--- config.mk ---
export PLATFORM = sky130hd
export DESIGN_NAME = aes_round_sequencer
export DESIGN_NICKNAME = d
export VERILOG_FILES = /design/src/rtl/aes_round_sequencer.sv
export SDC_FILE = /design/constraint.sdc
export NUM_CORES = 1
export LEC_CHECK = 0
export BUFFER_PORTS_ARGS = -buffer_cell sky130_fd_sc_hd__buf_2
export CORE_MARGIN = 2
export CORE_UTILIZATION = 45
export CTS_CLUSTER_SIZE = 10
export DETAILED_ROUTE_END_ITERATION = 10
export PLACE_DENSITY = 0.69
export SLEW_MARGIN = 20
export SYNTH_ARGS = -nofsm -noshare
export SYNTH_HDL_FRONTEND = slang
export SYNTH_SLANG_ARGS = --single-unit
--- constraint.sdc ---
create_clock -name clk -period 1.6 [get_ports clk]
set_input_delay 0.24 -clock clk [delete_from_list [all_inputs] [get_ports clk]]
set_output_delay 0.24 -clock clk [all_outputs]
set_load 0.005 [all_outputs]
--- src/rtl/aes_round_sequencer.sv ---
// Round-level sequencer for the AES round datapath. It requests round keys by index,
// stalls on key_valid, strobes each round, and aborts when the key generator stops responding.
module aes_round_sequencer #(
  parameter int NR      = 10,
  parameter int TIMEOUT = 16
) (
  input  logic       clk,
  input  logic       rst,
  input  logic       aes_enable,
  input  logic       opt_mode,
  input  logic       key_valid,
  output logic       state_load,
  output logic       round_en,
  output logic       final_round,
  output logic       inv,
  output logic [3:0] key_idx,
  output logic [3:0] round_ct,
  output logic       busy,
  output logic       enc_done,
  output logic       key_timeout
);

  typedef enum logic [2:0] {IDLE, PRE, ROUND, FINAL, DONE, ABORT} state_t;

  localparam logic [3:0] NR_IDX    = 4'(NR);
  localparam logic [7:0] STALL_MAX = 8'(TIMEOUT - 1);

  state_t     state, state_nxt;
  logic [3:0] round_nxt;
  logic       inv_nxt;
  logic [7:0] stall_ct, stall_nxt;

  always_ff @(posedge clk or posedge rst) begin
    if (rst) begin
      state    <= IDLE;
      round_ct <= '0;
      inv      <= 1'b0;
      stall_ct <= '0;
    end else begin
      state    <= state_nxt;
      round_ct <= round_nxt;
      inv      <= inv_nxt;
      stall_ct <= stall_nxt;
    end
  end

  always_comb begin
    state_nxt   = state;
    round_nxt   = round_ct;
    inv_nxt     = inv;
    stall_nxt   = stall_ct;
    state_load  = 1'b0;
    round_en    = 1'b0;
    final_round = 1'b0;
    key_idx     = '0;

    // Stall accounting shared by every key-consuming state; a strobe below overrides it.
    if (state == PRE || state == ROUND || state == FINAL) begin
      if (!key_valid) begin
        if (stall_ct == STALL_MAX) state_nxt = ABORT;
        else                       stall_nxt = stall_ct + 8'd1;
      end else begin
        stall_nxt = '0;
      end
    end

    case (state)
      IDLE: begin
        if (aes_enable) begin
          inv_nxt   = opt_mode;
          round_nxt = '0;
          stall_nxt = '0;
          state_nxt = PRE;
        end
      end
      PRE: begin
        key_idx = inv ? NR_IDX : 4'd0;
        if (key_valid) begin
          state_load = 1'b1;
          round_nxt  = 4'd1;
          state_nxt  = ROUND;
        end
      end
      ROUND: begin
        key_idx = inv ? (NR_IDX - round_ct) : round_ct;
        if (key_valid) begin
          round_en  = 1'b1;
          round_nxt = round_ct + 4'd1;
          if (round_ct == NR_IDX - 4'd1) state_nxt = FINAL;
        end
      end
      FINAL: begin
        key_idx = inv ? 4'd0 : NR_IDX;
        if (key_valid) begin
          round_en    = 1'b1;
          final_round = 1'b1;
          state_nxt   = DONE;
        end
      end
      DONE, ABORT: begin
        round_nxt = '0;
        state_nxt = IDLE;
      end
      default: state_nxt = IDLE;
    endcase
  end

  assign busy        = (state != IDLE);
  assign enc_done    = (state == DONE);
  assign key_timeout = (state == ABORT);

endmodule

## Yosys cells after proc, flatten, opt, wreduce, memory -nomap -nowiden

Index checks and enable logic that the tools add are counted.

| word-level totals | value |
|---|---|
| flip-flop bits (word level) | 16 |
| input bits | 5 |
| output and inout port bits | 15 |
| word-level logic and storage cells | 52 |

| operators by class | value |
|---|---|
| add/subtract/negate cells | 3 |
| equality and inequality tests | 10 |
| mux-type cells | 26 |
| reductions and logical operators | 9 |

Operators with widths:

| operator | count |
|---|---|
| 8-bit two-way mux | 5 |
| 3-bit two-way mux | 8 |
| 4-bit two-way mux | 6 |
| 4-bit case mux with 4 select lines | 1 |
| 3-bit case mux with 4 select lines | 1 |
| 4-bit case mux with 3 select lines | 1 |
| 8-bit by 1-bit adder with 8-bit output, second input constant | 1 |
| 8-bit by 4-bit == test with 1-bit output, second input constant | 1 |
| 3-bit by 2-bit == test with 1-bit output, second input constant | 2 |
| 3-bit == test, second input constant | 2 |
| 2-bit inequality test, second input constant | 3 |
| 4-bit by 1-bit adder with 4-bit output, second input constant | 1 |
| 4-bit == test, second input constant | 1 |
| 1-bit two-way mux | 4 |
| 4-bit AND reduction | 1 |
| 4-bit nonzero test | 1 |
| 2-bit OR reduction | 2 |
| 4-bit subtractor, first input constant | 1 |
| 3-bit by 1-bit == test with 1-bit output, second input constant | 1 |
| 3-bit zero test | 1 |
| 3-bit nonzero test | 1 |
| 1-bit logical OR | 2 |
| 2-bit AND reduction | 1 |

## Logic depth before layout (Yosys ltp)

Gate-level depths: netlist (run 1).

| depth | value |
|---|---|
| word-level depth | 7 |
| gate-level depth with buffers | 6 |
| gate-level depth less buffers | 6 |

## Worst setup path after synthesis (run 1)

Ideal clock, no wire load.

| timing | value |
|---|---|
| kind | reg-to-reg |
| start | register stall_ct[0] |
| end | register stall_ct[7] |
| library setup time | 0.094 ns |
| arrival time | 1.655 ns |
| required time | 1.506 ns |
| slack | -0.149 ns |
| cell stages (with the launch flop) | 5 |
| buffers on the path | 0 |
| clock period less this slack | 1.749 ns |
| path through | dfrtp_1 > ha_1 > a41o_2 > or4_1 > a221oi_2 |

| on the way | value |
|---|---|
| cells in the longest elaborated chain, start to end | 6 |
| elaborated cells between the ends (all ways) | 7 |
| classes of those cells | 1 x add/sub; 1 x eq/ne; 5 x mux |

RTL lines:

| element | RTL line | source |
|---|---|---|
| start, declared | 31 | `logic [7:0] stall_ct, stall_nxt;` |
| start signal, assigned | 43 | `stall_ct <= stall_nxt;` |
| 8-bit by 1-bit adder with 8-bit output or 8-bit by 4-bit == test with 1-bit output (tied branches) | 61, 60 |  |
| 8-bit two-way mux (*) | 60 | `if (stall_ct == STALL_MAX) state_nxt = ABORT;` |
| 8-bit two-way mux (*) | 59 | `if (!key_valid) begin` |
| 8-bit two-way mux (*) | 58 | `if (state == PRE \|\| state == ROUND \|\| state == FINAL) begin` |
| 8-bit two-way mux | 69 | `if (aes_enable) begin` |
| 8-bit two-way mux (*) | 67 | `case (state)` |
| named net stall_nxt[7] | 31 |  |

Mark *: on every way through the listed nets, which the timed path passes. The rest lies on a longest branch.
A chain may end at the register's enable or synchronous reset.

## Final worst setup path (run 1)

| timing | value |
|---|---|
| start | register round_ct[1] |
| end | output port key_idx[1] |

| on the way | value |
|---|---|
| cells in the longest elaborated chain, start to end | 3 |

RTL lines:

| element | RTL line | source |
|---|---|---|
| start, declared | 17 | `output logic [3:0] round_ct,` |
| start signal, assigned | 41 | `round_ct <= round_nxt;` |
| 4-bit subtractor | 85 | `key_idx = inv ? (NR_IDX - round_ct) : round_ct;` |
| 4-bit two-way mux (*) | 85 |  |
| 4-bit case mux with 3 select lines (*) | 67 |  |
| end, declared | 16 | `output logic [3:0] key_idx,` |

Every way passes the cells marked *; elsewhere a longest branch is shown, timed or not.

==> metrics.txt, run 1 <==
# TYPE chip_impl_metric gauge
chip_impl_info{name="dominant_cell_by_count_in_the_synthesized_netlist",value="sky130_fd_sc_hd__nor2_1"} 1
chip_impl_info{name="worstSetupStartpointType",value="flop"} 1
chip_impl_metric{name="share_of_synthesized_registers_carrying_an_async_set_or_reset",unit=""} 1.00
chip_impl_metric{name="final.min_clock_period",unit="ns"} 1.75
chip_impl_metric{name="final.fill_count",unit=""} 175
chip_impl_metric{name="ys.warnings.count",unit=""} 0
chip_impl_metric{name="place_congestion",unit=""} 0.812
chip_impl_metric{name="worst-endpoint-required",unit="ns"} 1.36
chip_impl_metric{name="drt.antenna.violating_nets",unit=""} 0
chip_impl_metric{name="reg2reg_setup_slack",unit="ns"} -0.10
chip_impl_metric{name="yosys.cell_types.count",unit=""} 39
chip_impl_metric{name="non_filler_instances",unit=""} 207
chip_impl_metric{name="clock_sink_count",unit=""} 16
chip_impl_metric{name="tightestPinTransition",unit="ns"} 0.620
chip_impl_info{name="highest_layer",value="met4"} 1
chip_impl_metric{name="postSynthNetCount",unit=""} 139
chip_impl_info{name="cp_top_family",value="flip-flops"} 1
chip_impl_info{name="dominant_cells_by_area_after_synthesis",value="sky130_fd_sc_hd__dfrtp_1 (37%), sky130_fd_sc_hd__nor2_1 (7.9%), sky130_fd_sc_hd__nand2_1 (4.5%)"} 1
chip_impl_metric{name="finalNetCount",unit=""} 189
chip_impl_metric{name="crit_fanout",unit=""} 3
chip_impl_metric{name="clkLatencyLatePin",unit="ns"} 0.28
chip_impl_metric{name="yosys_reg_bits",unit=""} 16
chip_impl_info{name="timing.critical_path.to_type",value="primary output"} 1
chip_impl_info{name="cpMaxStageDelayCell",value="sky130_fd_sc_hd__dfrtp_1"} 1
chip_impl_metric{name="grt_start_max_net_pins",unit=""} 17
chip_impl_metric{name="power.static_leakage",unit="nW"} 0.759
chip_impl_info{name="failed_checks",value="setup timing"} 1
chip_impl_metric{name="drt-met1-wl",unit="microns"} 1410
chip_impl_metric{name="grt_usage",unit=""} 0.219
chip_impl_info{name="cts.root.buffer_cell",value="sky130_fd_sc_hd__clkbuf_4"} 1
chip_impl_metric{name="timing.final.ws_setup",unit="ns"} -0.149
chip_impl_metric{name="fmax",unit="GHz"} 0.572
chip_impl_metric{name="htree_levels",unit=""} 1
chip_impl_metric{name="routed_via_density",unit=""} 5.51
chip_impl_metric{name="design_power_total",unit="mW"} 2.72
chip_impl_metric{name="antenna_found_initial",unit=""} 0
chip_impl_metric{name="power.density",unit="nW/um^2"} 1690
chip_impl_metric{name="overall_via_count_from_detail_route",unit=""} 1141
chip_impl_metric{name="areaGrowthSynthToFinish",unit="%"} 47.3
chip_impl_metric{name="path_clk_slew",unit="ns"} 0.09
chip_impl_info{name="synth_top_area_cell",value="sky130_fd_sc_hd__dfrtp_1"} 1
chip_impl_metric{name="die_x",unit="microns"} 53.3
chip_impl_metric{name="slew_violations",unit=""} 0
chip_impl_metric{name="via_count_of_the_first_global_routing_pass",unit=""} 1093
chip_impl_metric{name="max_slew_margin",unit=""} 0.586
chip_impl_metric{name="routed_wire_length_per_instance",unit="microns"} 14.4
chip_impl_metric{name="postSynthCellCount",unit=""} 131
chip_impl_metric{name="synth_seq_area_share",unit=""} 0.367
chip_impl_metric{name="synth_area_per_cell",unit="sq um"} 8.34
chip_impl_metric{name="grt_pass1_wl",unit="microns"} 4600
chip_impl_metric{name="multi_input_area",unit="sq um"} 753
chip_impl_metric{name="register_area",unit="sq um"} 404
chip_impl_metric{name="met2WireLength",unit="microns"} 1410
chip_impl_metric{name="placementRows",unit=""} 17
chip_impl_info{name="rsz0062_at_grt",value="true"} 1
chip_impl_info{name="run_status",value="complete, but fails checks"} 1
chip_impl_metric{name="min_period_over_period",unit=""} 1.09
chip_impl_info{name="hold_path_class",value="in -> async"} 1
chip_impl_metric{name="worst_path_largest_cell_delay",unit="ns"} 0.42
chip_impl_metric{name="finalSetupViolations",unit=""} 6
chip_impl_info{name="timing.setup.critical_path_class",value="reg -> out"} 1
chip_impl_metric{name="met3WireLength",unit="microns"} 120
chip_impl_metric{name="power.ir.vdd_worst",unit="uV"} 1320
chip_impl_metric{name="place.detailed.hpwl",unit="microns"} 2040
chip_impl_metric{name="dieArea",unit="sq um"} 2840
chip_impl_metric{name="floorplan.core_area",unit="sq um"} 2250
chip_impl_metric{name="placed_cells_incl_taps",unit=""} 190
chip_impl_metric{name="inserted_clock_buffers",unit=""} 3
chip_impl_metric{name="timing.clock.skew",unit="ns"} 0.00181
chip_impl_metric{name="hold_buffers",unit=""} 0
chip_impl_metric{name="firstDrtPassIters",unit=""} 4
chip_impl_info{name="synth.cells.most_frequent",value="sky130_fd_sc_hd__nor2_1 (23), sky130_fd_sc_hd__dfrtp_1 (16), sky130_fd_sc_hd__nand2_1 (13)"} 1
chip_impl_metric{name="detail_route.iter0.violations",unit=""} 27
chip_impl_info{name="clock_tree_from_tritoncts",value="done"} 1
chip_impl_metric{name="worst-endpoint-arrival",unit="ns"} 1.51
chip_impl_metric{name="start_util",unit=""} 0.484
chip_impl_metric{name="netlist.area_leader.share",unit=""} 0.367
chip_impl_metric{name="max_cap_violations",unit=""} 0
chip_impl_metric{name="clk_path_buf_depth",unit=""} 2
chip_impl_metric{name="layout-drive-gt1-share",unit=""} 0.469
chip_impl_metric{name="synth_edf_count",unit=""} 0
chip_impl_metric{name="cp.buffers_inverters",unit=""} 2
chip_impl_info{name="worstPathCellList",value="inv_2 > ha_4 > nand2_2 > o22ai_2 > a22oi_1 > nor2_1 > buf_2"} 1
chip_impl_metric{name="floorplan.die.height",unit="microns"} 53.3
chip_impl_metric{name="boundaryPins",unit=""} 20
chip_impl_metric{name="antenna_cells",unit=""} 0
chip_impl_metric{name="overflow",unit=""} 0
chip_impl_metric{name="final-hold-violation-count",unit=""} 0
chip_impl_metric{name="totalWireLength",unit="microns"} 2970
chip_impl_metric{name="drc_errors",unit=""} 0
chip_impl_metric{name="mappedNetlistArea",unit="sq um"} 1090
chip_impl_metric{name="io_buf_count",unit=""} 19
chip_impl_info{name="postSynth.topFlopCell",value="sky130_fd_sc_hd__dfrtp_1"} 1
power by group:
group          internal [mW]  leakage, nW  switching [mW]  total (mW)
combinational          0.949        0.534           0.908        1.86
clock                 0.0873       0.0138           0.126       0.214
sequential             0.517        0.210           0.137       0.654
total                   1.55        0.759            1.17        2.72
metrics by stage:
| step | setup TNS [ns] | util | hold WS [ns] | instance area (sq um) | setup WS (ns) |
|---|---|---|---|---|---|
| CTS | -0.530 | 0.649 | 0.0322 | 1460 | -0.195 |
| global route | -1.06 | 0.714 | 0.0528 | 1610 | -0.266 |
| finish | -0.570 | 0.714 | 0.0151 | 1610 | -0.149 |
| floorplan | 0 | - | 0.154 | 1110 | 0.00550 |
| global placement | 0 | 0.597 | 0.342 | 1350 | 0.0198 |
| detailed placement | -0.0309 | 0.597 | 0.343 | 1350 | -0.0309 |
cells by family after synthesis:
| family | synth area share |
|---|---|
| mux | 0.0481 |
| flops | 0.367 |
| simple gates | 0.286 |
| buf+inv | 0.0596 |
| fa+ha+maj | 0.0344 |
| compound gates | 0.157 |
| xor+xnor | 0.0481 |
cell type report:
class / count / share of cell area
multi-input cells: 100 / 0.468
clock buffers: 3 / 0.0140
well taps: 28 / 0.0218
inverters: 8 / 0.0187
flip-flops and latches: 16 / 0.251
repair buffers: 52 / 0.226
per-layer routing:
layer / track usage / vias up
li1: - / 557
met2: 0.360 / 29
met4: 0.0812 / 0
met1: 0.278 / 549
met5: 0 / -
met3: 0.0480 / 6
flip-flops by register name (all words and copies together) (netlist names):
name,count
stall_ct,8
round_ct,4
state,3
inv,1
cell usage in the layout (no fill, tap or decap), types with 3 or more instances in the layout:
| cell type | count |
|---|---|
| sky130_fd_sc_hd__buf_6 | 5 |
| sky130_fd_sc_hd__nand2_1 | 11 |
| sky130_fd_sc_hd__dfrtp_1 | 13 |
| sky130_fd_sc_hd__inv_1 | 7 |
| sky130_fd_sc_hd__xnor2_1 | 4 |
| sky130_fd_sc_hd__mux2i_1 | 3 |
| sky130_fd_sc_hd__buf_2 | 18 |
| sky130_fd_sc_hd__nor3_1 | 6 |
| sky130_fd_sc_hd__clkbuf_4 | 3 |
| sky130_fd_sc_hd__nor2_1 | 20 |
| sky130_fd_sc_hd__o21ai_0 | 3 |
| sky130_fd_sc_hd__buf_4 | 29 |
| sky130_fd_sc_hd__dfrtp_2 | 3 |
| sky130_fd_sc_hd__a21oi_1 | 7 |
| sky130_fd_sc_hd__nand3_1 | 3 |
worst paths after layout:
check / start / endpoint / cells past startpoint
setup / recovery: round_ct[1] / key_idx[1] / 7
hold / removal: rst / round_ct[1] / 2
setup reg to reg: stall_ct[5] / stall_ct[7] / 4
hold reg to reg: stall_ct[0] / stall_ct[0] / 2
max in group asynchronous: rst / state[0] / 2
min in group clk: opt_mode / inv / 3
timing repair:
action / 4_1_cts / 5_1_grt
pin swaps: 7 / 7
hold endpoints to repair: 0 / 0
setup buffers: 9 / 5
gates cloned: 0 / 0
gates resized for setup: 9 / 22
setup endpoints to repair: 10 / 20
(Power assumes the default switching activity.)
==> inputs of run 2 (changes only) <==
--- a/config.mk
+++ b/config.mk
@@ -7,10 +7,10 @@
 export LEC_CHECK = 0
 export BUFFER_PORTS_ARGS = -buffer_cell sky130_fd_sc_hd__buf_2
 export CORE_MARGIN = 2
-export CORE_UTILIZATION = 45
+export CORE_UTILIZATION = 49
 export CTS_CLUSTER_SIZE = 10
 export DETAILED_ROUTE_END_ITERATION = 10
-export PLACE_DENSITY = 0.69
+export PLACE_DENSITY = 0.74
 export SLEW_MARGIN = 20
 export SYNTH_ARGS = -nofsm -noshare
 export SYNTH_HDL_FRONTEND = slang
==> run 2 against run 1 <==
The run still ends with setup timing left. Flip-flop and latch count did not move. Sequential power up 3%. First-iteration DRC count unchanged. Design area is 1.6% lower. Total power rose by 3.2%. Clock skew up 0.0054 ns. Combinational power increased by 3%. Count of clock-buffer cells in the layout stayed put. Sequential share of layout area increased by 0.40 points. Hold slack got worse by 0.0076 ns. Critical path type unchanged. Highest routed layer unchanged.
==> metrics.txt, run 2 (synthesis results as in run 1) <==
# TYPE chip_impl_metric gauge
chip_impl_metric{name="hold_buffers",unit=""} 0
chip_impl_metric{name="power.ir.vdd_worst",unit="uV"} 1060
chip_impl_metric{name="max_slew_margin",unit=""} 0.567
chip_impl_metric{name="placed_cells_incl_taps",unit=""} 190
chip_impl_metric{name="tightestPinTransition",unit="ns"} 0.648
chip_impl_metric{name="drc_errors",unit=""} 0
chip_impl_metric{name="finalNetCount",unit=""} 185
chip_impl_metric{name="detailed_place.area",unit="sq um"} 1350
chip_impl_info{name="cts.root.buffer_cell",value="sky130_fd_sc_hd__clkbuf_4"} 1
chip_impl_metric{name="clock_sink_count",unit=""} 16
chip_impl_metric{name="htree_levels",unit=""} 1
chip_impl_info{name="cpMaxStageDelayCell",value="sky130_fd_sc_hd__dfrtp_1"} 1
chip_impl_metric{name="drt.antenna.violating_nets",unit=""} 0
chip_impl_info{name="top_regs",value="stall_ct: 8 flops, round_ct: 4 flops, state: 3 flops"} 1
chip_impl_info{name="top_register",value="stall_ct"} 1
chip_impl_metric{name="antenna_found_initial",unit=""} 0
chip_impl_info{name="hold_path_class",value="in -> async"} 1
chip_impl_metric{name="grt_start_max_net_pins",unit=""} 17
chip_impl_info{name="timing.critical_path.to_type",value="primary output"} 1
chip_impl_metric{name="postLayoutCellArea",unit="sq um"} 1580
chip_impl_metric{name="register_area",unit="sq um"} 404
chip_impl_metric{name="worst_path_largest_cell_delay",unit="ns"} 0.42
chip_impl_metric{name="overall_via_count_from_detail_route",unit=""} 1097
chip_impl_metric{name="boundaryPins",unit=""} 20
chip_impl_metric{name="slew_violations",unit=""} 0
chip_impl_info{name="failed_checks",value="setup timing"} 1
chip_impl_metric{name="timing.clock.skew",unit="ns"} 0.00724
chip_impl_metric{name="power.static_leakage",unit="nW"} 0.734
chip_impl_metric{name="non_filler_instances",unit=""} 203
chip_impl_metric{name="io_buf_count",unit=""} 19
chip_impl_info{name="layout.cells.most_common",value="sky130_fd_sc_hd__buf_4"} 1
chip_impl_metric{name="timing.final.ws_setup",unit="ns"} -0.208
chip_impl_metric{name="finalSetupViolations",unit=""} 5
chip_impl_info{name="timing.setup.critical_path_class",value="reg -> out"} 1
chip_impl_metric{name="placementRows",unit=""} 17
chip_impl_metric{name="dieArea",unit="sq um"} 2620
chip_impl_metric{name="clkLatencyLatePin",unit="ns"} 0.30
chip_impl_metric{name="worst-endpoint-arrival",unit="ns"} 1.57
chip_impl_metric{name="die_x",unit="microns"} 51.2
chip_impl_metric{name="pre_cts_ws",unit="ns"} -0.0571
chip_impl_metric{name="detail_route.iter0.violations",unit=""} 27
chip_impl_metric{name="place.detailed.hpwl",unit="microns"} 2040
chip_impl_metric{name="routed_via_density",unit=""} 5.40
chip_impl_metric{name="areaGrowthSynthToFinish",unit="%"} 45.0
chip_impl_metric{name="firstDrtPassIters",unit=""} 4
chip_impl_info{name="final_cell_mix",value="sky130_fd_sc_hd__buf_4 (24), sky130_fd_sc_hd__nor2_1 (20), sky130_fd_sc_hd__buf_2 (18)"} 1
chip_impl_metric{name="cp.buffers_inverters",unit=""} 2
chip_impl_metric{name="final.min_clock_period",unit="ns"} 1.81
chip_impl_metric{name="finish.utilization",unit=""} 0.737
chip_impl_metric{name="routed_wire_length_per_instance",unit="microns"} 15.1
chip_impl_metric{name="max_cap_violations",unit=""} 0
chip_impl_metric{name="antenna_cells",unit=""} 0
chip_impl_metric{name="final-hold-violation-count",unit=""} 0
chip_impl_metric{name="via_count_of_the_first_global_routing_pass",unit=""} 1076
chip_impl_metric{name="floorplan.die.height",unit="microns"} 51.2
chip_impl_metric{name="fmax",unit="GHz"} 0.553
chip_impl_metric{name="power.density",unit="nW/um^2"} 1770
chip_impl_metric{name="grt_pass1_wl",unit="microns"} 4730
chip_impl_metric{name="crit_fanout",unit=""} 4
chip_impl_metric{name="timing.setup.tns",unit="ns"} -0.629
chip_impl_metric{name="overflow",unit=""} 0
chip_impl_info{name="cp_top_family",value="flip-flops"} 1
chip_impl_metric{name="path_clk_slew",unit="ns"} 0.11
chip_impl_info{name="run_status",value="complete, but fails checks"} 1
chip_impl_info{name="clock_tree_from_tritoncts",value="done"} 1
chip_impl_metric{name="place_congestion",unit=""} 0.885
chip_impl_metric{name="clk_path_buf_depth",unit=""} 2
chip_impl_metric{name="totalWireLength",unit="microns"} 3070
chip_impl_metric{name="largest_register_ffs",unit=""} 8
chip_impl_metric{name="min_period_over_period",unit=""} 1.13
chip_impl_metric{name="layout-drive-gt1-share",unit=""} 0.463
chip_impl_info{name="rsz0062_at_grt",value="true"} 1
chip_impl_info{name="worstPathCellList",value="inv_2 > ha_4 > nand2_2 > o22ai_2 > a22oi_2 > nor2_1 > buf_2"} 1
chip_impl_metric{name="start_util",unit=""} 0.508
chip_impl_info{name="worstSetupStartpointType",value="flop"} 1
chip_impl_metric{name="floorplan.core_area",unit="sq um"} 2150
chip_impl_metric{name="inserted_clock_buffers",unit=""} 3
chip_impl_metric{name="multi_input_area",unit="sq um"} 754
chip_impl_metric{name="grt_usage",unit=""} 0.241
chip_impl_metric{name="final.fill_count",unit=""} 148
chip_impl_metric{name="worst-endpoint-required",unit="ns"} 1.36
[run 2: stage by stage]
stage	total power, mW	hold WS (ns)
finish	2.81	0.00753
global route	3.00	0.0506
CTS	2.49	0.0157
detailed placement	2.05	0.345
global placement	1.99	0.335
floorplan	1.52	0.154
[run 2: metal layers]
metal | up-vias | part of all wire | GRT usage
met3 | 6 | 0.039 | 0.0380
met1 | 513 | 0.44 | 0.303
li1 | 546 | - | -
met4 | 0 | 0.0095 | 0.0614
met2 | 32 | 0.51 | 0.431
met5 | - | 0 | 0
[run 2: path summary, 6_finish.rpt]
check | startpoint | to | slack, ns | cells after the start
worst max-delay path | round_ct[1] | key_idx[1] | -0.21 | 7
worst min-delay path | rst | round_ct[1] | 0.008 | 2
max in group asynchronous | rst | state[1] | 1.13 | 2
worst max register to register | stall_ct[5] | stall_ct[7] | -0.07 | 4
min in group clk | opt_mode | inv | 0.15 | 3
worst min register to register | round_ct[2] | round_ct[2] | 0.61 | 1
[run 2: where the power goes]
group	internal, mW	switching [mW]
registers	0.517	0.155
logic	0.978	0.930
clock network	0.0877	0.144
[run 2: final cells by class]
type	count	share of cell area
sequential	16	0.255
inverter	8	0.0190
clock buffer	3	0.0142
timing repair buffer	48	0.213
multi-input combinational	100	0.476
tap	28	0.0221
[run 2: timing repair]
item / 4_1_cts / 5_1_grt
gates cloned: 0 / 0
pin swaps: 3 / 7
setup endpoints to repair: 10 / 17
gates resized for setup: 15 / 19
buffers inserted: 8 / 2
==> inputs of run 3 (changes only) <==
--- a/config.mk
+++ b/config.mk
@@ -5,12 +5,13 @@
 export SDC_FILE = /design/constraint.sdc
 export NUM_CORES = 1
 export LEC_CHECK = 0
+export ABC_AREA = 1
 export BUFFER_PORTS_ARGS = -buffer_cell sky130_fd_sc_hd__buf_2
 export CORE_MARGIN = 2
-export CORE_UTILIZATION = 49
+export CORE_UTILIZATION = 40
 export CTS_CLUSTER_SIZE = 10
 export DETAILED_ROUTE_END_ITERATION = 10
-export PLACE_DENSITY = 0.74
+export GPL_TIMING_DRIVEN = 0
 export SLEW_MARGIN = 20
 export SYNTH_ARGS = -nofsm -noshare
 export SYNTH_HDL_FRONTEND = slang
==> run 3 against run 2 <==
The flow still finishes with violations (setup timing). Highest routed layer unchanged. Hold slack gained 0.019 ns. Sequential power grew 2%. Count of clock-buffer cells in the layout is the same. Wire length shrank 5.6%. Combinational power shrank 8%. Design area shrank 8.2%. Largest power group unchanged.
==> metrics.txt, run 3 <==
# TYPE chip_impl_metric gauge
chip_impl_info{name="worstSetupStartpointType",value="flop"} 1
chip_impl_metric{name="power.ir.vdd_worst",unit="uV"} 1200
chip_impl_metric{name="antenna_found_initial",unit=""} 0
chip_impl_metric{name="worst-endpoint-arrival",unit="ns"} 1.37
chip_impl_info{name="synth_top_area_cell",value="sky130_fd_sc_hd__dfrtp_1"} 1
chip_impl_metric{name="share_of_synthesized_registers_carrying_an_async_set_or_reset",unit=""} 1.00
chip_impl_metric{name="boundaryPins",unit=""} 20
chip_impl_metric{name="htree_levels",unit=""} 1
chip_impl_metric{name="netlist.area_leader.share",unit=""} 0.355
chip_impl_metric{name="holdWs",unit="ns"} 0.0270
chip_impl_info{name="final_cell_mix",value="sky130_fd_sc_hd__nand2_1 (41), sky130_fd_sc_hd__nor2_1 (25), sky130_fd_sc_hd__buf_2 (20)"} 1
chip_impl_metric{name="timing.setup.tns",unit="ns"} -0.00929
chip_impl_info{name="r2r_start",value="state[2]"} 1
chip_impl_info{name="top_register",value="stall_ct"} 1
chip_impl_metric{name="final.min_clock_period",unit="ns"} 1.61
chip_impl_metric{name="postSynthNetCount",unit=""} 173
chip_impl_metric{name="power.static_leakage",unit="nW"} 0.706
chip_impl_metric{name="placementRows",unit=""} 19
chip_impl_metric{name="place.detailed.hpwl",unit="microns"} 1990
chip_impl_metric{name="start_util",unit=""} 0.416
chip_impl_metric{name="grt_start_max_net_pins",unit=""} 17
chip_impl_metric{name="clkLatencyLatePin",unit="ns"} 0.28
chip_impl_metric{name="non_filler_instances",unit=""} 229
chip_impl_metric{name="place_congestion",unit=""} 0.783
chip_impl_info{name="layout.cells.most_common",value="sky130_fd_sc_hd__nand2_1"} 1
chip_impl_metric{name="path_clk_slew",unit="ns"} 0.10
chip_impl_info{name="failed_checks",value="setup timing"} 1
chip_impl_metric{name="io_buf_count",unit=""} 19
chip_impl_metric{name="final-hold-violation-count",unit=""} 0
chip_impl_metric{name="postLayoutCellArea",unit="sq um"} 1450
chip_impl_metric{name="postSynthCellCount",unit=""} 165
chip_impl_metric{name="finalNetCount",unit=""} 208
chip_impl_metric{name="timing.final.ws_setup",unit="ns"} -0.00929
chip_impl_metric{name="synth_seq_area_share",unit=""} 0.355
chip_impl_metric{name="timing.clock.skew",unit="ns"} 0.00509
chip_impl_info{name="clock_tree_from_tritoncts",value="done"} 1
chip_impl_metric{name="firstDrtPassIters",unit=""} 4
chip_impl_metric{name="worstRegToRegCells",unit=""} 8
chip_impl_metric{name="layout-drive-gt1-share",unit=""} 0.333
chip_impl_info{name="timing.critical_path.to_type",value="primary output"} 1
chip_impl_metric{name="min_period_over_period",unit=""} 1.01
chip_impl_metric{name="yosys.cell_types.count",unit=""} 26
chip_impl_metric{name="totalWireLength",unit="microns"} 2900
chip_impl_metric{name="reg2reg_setup_slack",unit="ns"} 0.14
chip_impl_metric{name="grt_usage",unit=""} 0.189
chip_impl_metric{name="slew_violations",unit=""} 0
chip_impl_metric{name="areaGrowthSynthToFinish",unit="%"} 29.0
chip_impl_metric{name="overflow",unit=""} 0
chip_impl_metric{name="routed_via_density",unit=""} 5.20
chip_impl_metric{name="finish.utilization",unit=""} 0.536
chip_impl_info{name="run_status",value="complete, but fails checks"} 1
chip_impl_metric{name="synth_area_per_cell",unit="sq um"} 6.83
chip_impl_metric{name="grt_pass1_wl",unit="microns"} 4810
chip_impl_info{name="setup.worst_path.start",value="state[2]"} 1
chip_impl_info{name="postSynth.topFlopCell",value="sky130_fd_sc_hd__dfrtp_1"} 1
chip_impl_metric{name="power.density",unit="nW/um^2"} 1830
chip_impl_metric{name="clk_path_buf_depth",unit=""} 2
chip_impl_metric{name="worst-endpoint-required",unit="ns"} 1.36
chip_impl_metric{name="max_slew_margin",unit=""} 0.567
chip_impl_info{name="hold_path_class",value="in -> async"} 1
chip_impl_metric{name="routed_wire_length_per_instance",unit="microns"} 12.7
chip_impl_metric{name="placed_cells_incl_taps",unit=""} 215
chip_impl_info{name="synth.cells.most_frequent",value="sky130_fd_sc_hd__nand2_1 (43), sky130_fd_sc_hd__nor2_1 (28), sky130_fd_sc_hd__dfrtp_1 (16), sky130_fd_sc_hd__inv_1 (16), sky130_fd_sc_hd__o21ai_0 (11)"} 1
chip_impl_info{name="timing.setup.critical_path_class",value="reg -> out"} 1
chip_impl_info{name="worstSetupEndpoint",value="key_idx[2]"} 1
chip_impl_metric{name="synth_edf_count",unit=""} 0
chip_impl_metric{name="largest_register_ffs",unit=""} 8
chip_impl_metric{name="max_cap_violations",unit=""} 0
chip_impl_metric{name="antenna_cells",unit=""} 0
chip_impl_metric{name="floorplan.core_area",unit="sq um"} 2710
chip_impl_metric{name="drc_errors",unit=""} 0
chip_impl_metric{name="design_power_total",unit="mW"} 2.66
chip_impl_metric{name="drt.antenna.violating_nets",unit=""} 0
chip_impl_metric{name="fmax",unit="GHz"} 0.621
chip_impl_metric{name="detail_route.iter0.violations",unit=""} 22
chip_impl_metric{name="detailed_place.area",unit="sq um"} 1260
chip_impl_info{name="rsz0062_at_grt",value="true"} 1
chip_impl_metric{name="via_count_of_the_first_global_routing_pass",unit=""} 1118
chip_impl_metric{name="yosys_reg_bits",unit=""} 16
chip_impl_metric{name="finalSetupViolations",unit=""} 1
chip_impl_metric{name="inserted_clock_buffers",unit=""} 3
chip_impl_metric{name="overall_via_count_from_detail_route",unit=""} 1191
chip_impl_metric{name="mappedNetlistArea",unit="sq um"} 1130
chip_impl_info{name="dominant_cell_by_count_in_the_synthesized_netlist",value="sky130_fd_sc_hd__nand2_1"} 1
chip_impl_metric{name="tightestPinTransition",unit="ns"} 0.649
chip_impl_metric{name="crit_fanout",unit=""} 5
chip_impl_metric{name="pre_cts_ws",unit="ns"} 0.0708
chip_impl_metric{name="ys.warnings.count",unit=""} 0
chip_impl_info{name="dominant_cells_by_area_after_synthesis",value="sky130_fd_sc_hd__dfrtp_1 (36%), sky130_fd_sc_hd__nand2_1 (14%), sky130_fd_sc_hd__nor2_1 (9.3%)"} 1
chip_impl_metric{name="clock_sink_count",unit=""} 16
chip_impl_info{name="top_regs",value="stall_ct: 8 flops, round_ct: 4 flops, state: 3 flops"} 1
chip_impl_info{name="cts.root.buffer_cell",value="sky130_fd_sc_hd__clkbuf_4"} 1
chip_impl_info{name="reg2reg_to",value="stall_ct[1]"} 1
chip_impl_metric{name="dieArea",unit="sq um"} 3260
chip_impl_metric{name="die_x",unit="microns"} 57.1
chip_impl_metric{name="hold_buffers",unit=""} 0
chip_impl_metric{name="floorplan.die.height",unit="microns"} 57.1
## run 3: worst max-delay path: stages, from the launching register on
cell,delay (ns)
sky130_fd_sc_hd__dfrtp_2,0.49
sky130_fd_sc_hd__nor2_4,0.15
sky130_fd_sc_hd__nand2_4,0.08
sky130_fd_sc_hd__inv_4,0.06
sky130_fd_sc_hd__o21ai_0,0.08
sky130_fd_sc_hd__a21oi_1,0.11
sky130_fd_sc_hd__buf_2,0.12
## run 3: repair_timing
| action | in CTS | in global routing |
|---|---|---|
| pin swaps | 4 | 5 |
| hold endpoints to repair | 0 | 0 |
| buffers inserted | 11 | 1 |
| gates resized for setup | 16 | 13 |
| setup endpoints to repair | 5 | 10 |
## run 3: worst min-delay path by stage
stage               startpoint          end  cells after the start
CTS                        rst  round_ct[1]                      2
floorplan                  rst          inv                      1
global placement           rst          inv                      2
global route               rst     state[2]                      2
detailed placement         rst  round_ct[2]                      2
finish                     rst  round_ct[1]                      2
## run 3: per-layer routing
| layer | track usage | part of all wire | up-vias |
|---|---|---|---|
| met1 | 0.232 | 0.44 | 567 |
| li1 | - | - | 602 |
| met3 | 0.0317 | 0.026 | 6 |
| met2 | 0.325 | 0.51 | 16 |
| met5 | 0 | 0 | - |
| met4 | 0.0831 | 0.021 | 0 |
## run 3: layout make-up
cell class                 count  area [sq um]
clock buffer                   3          22.5
sequential                    16           405
multi-input combinational    127           707
tap                           31          38.8
fill                         278          1260
inverter                      19          78.8
buffer                         2          12.5
timing repair buffer          31           189
## run 3: kinds of logic after synthesis
kind of cell,after synthesis,share of synthesized area
buffers and inverters,22,0.0788
AOI/OAI and AO/OA,27,0.141
and+or+nand+nor,93,0.361
adders and majority gates,3,0.0333
DFF,16,0.355
xor gates and xnor gates,4,0.0311
## run 3: power by group
part | leakage [nW] | switching, mW | total [mW] | internal [mW]
sequential | 0.208 | 0.159 | 0.685 | 0.526
combinational | 0.484 | 1.02 | 1.76 | 0.744
clock | 0.0138 | 0.131 | 0.219 | 0.0873
total | 0.706 | 1.31 | 2.66 | 1.36
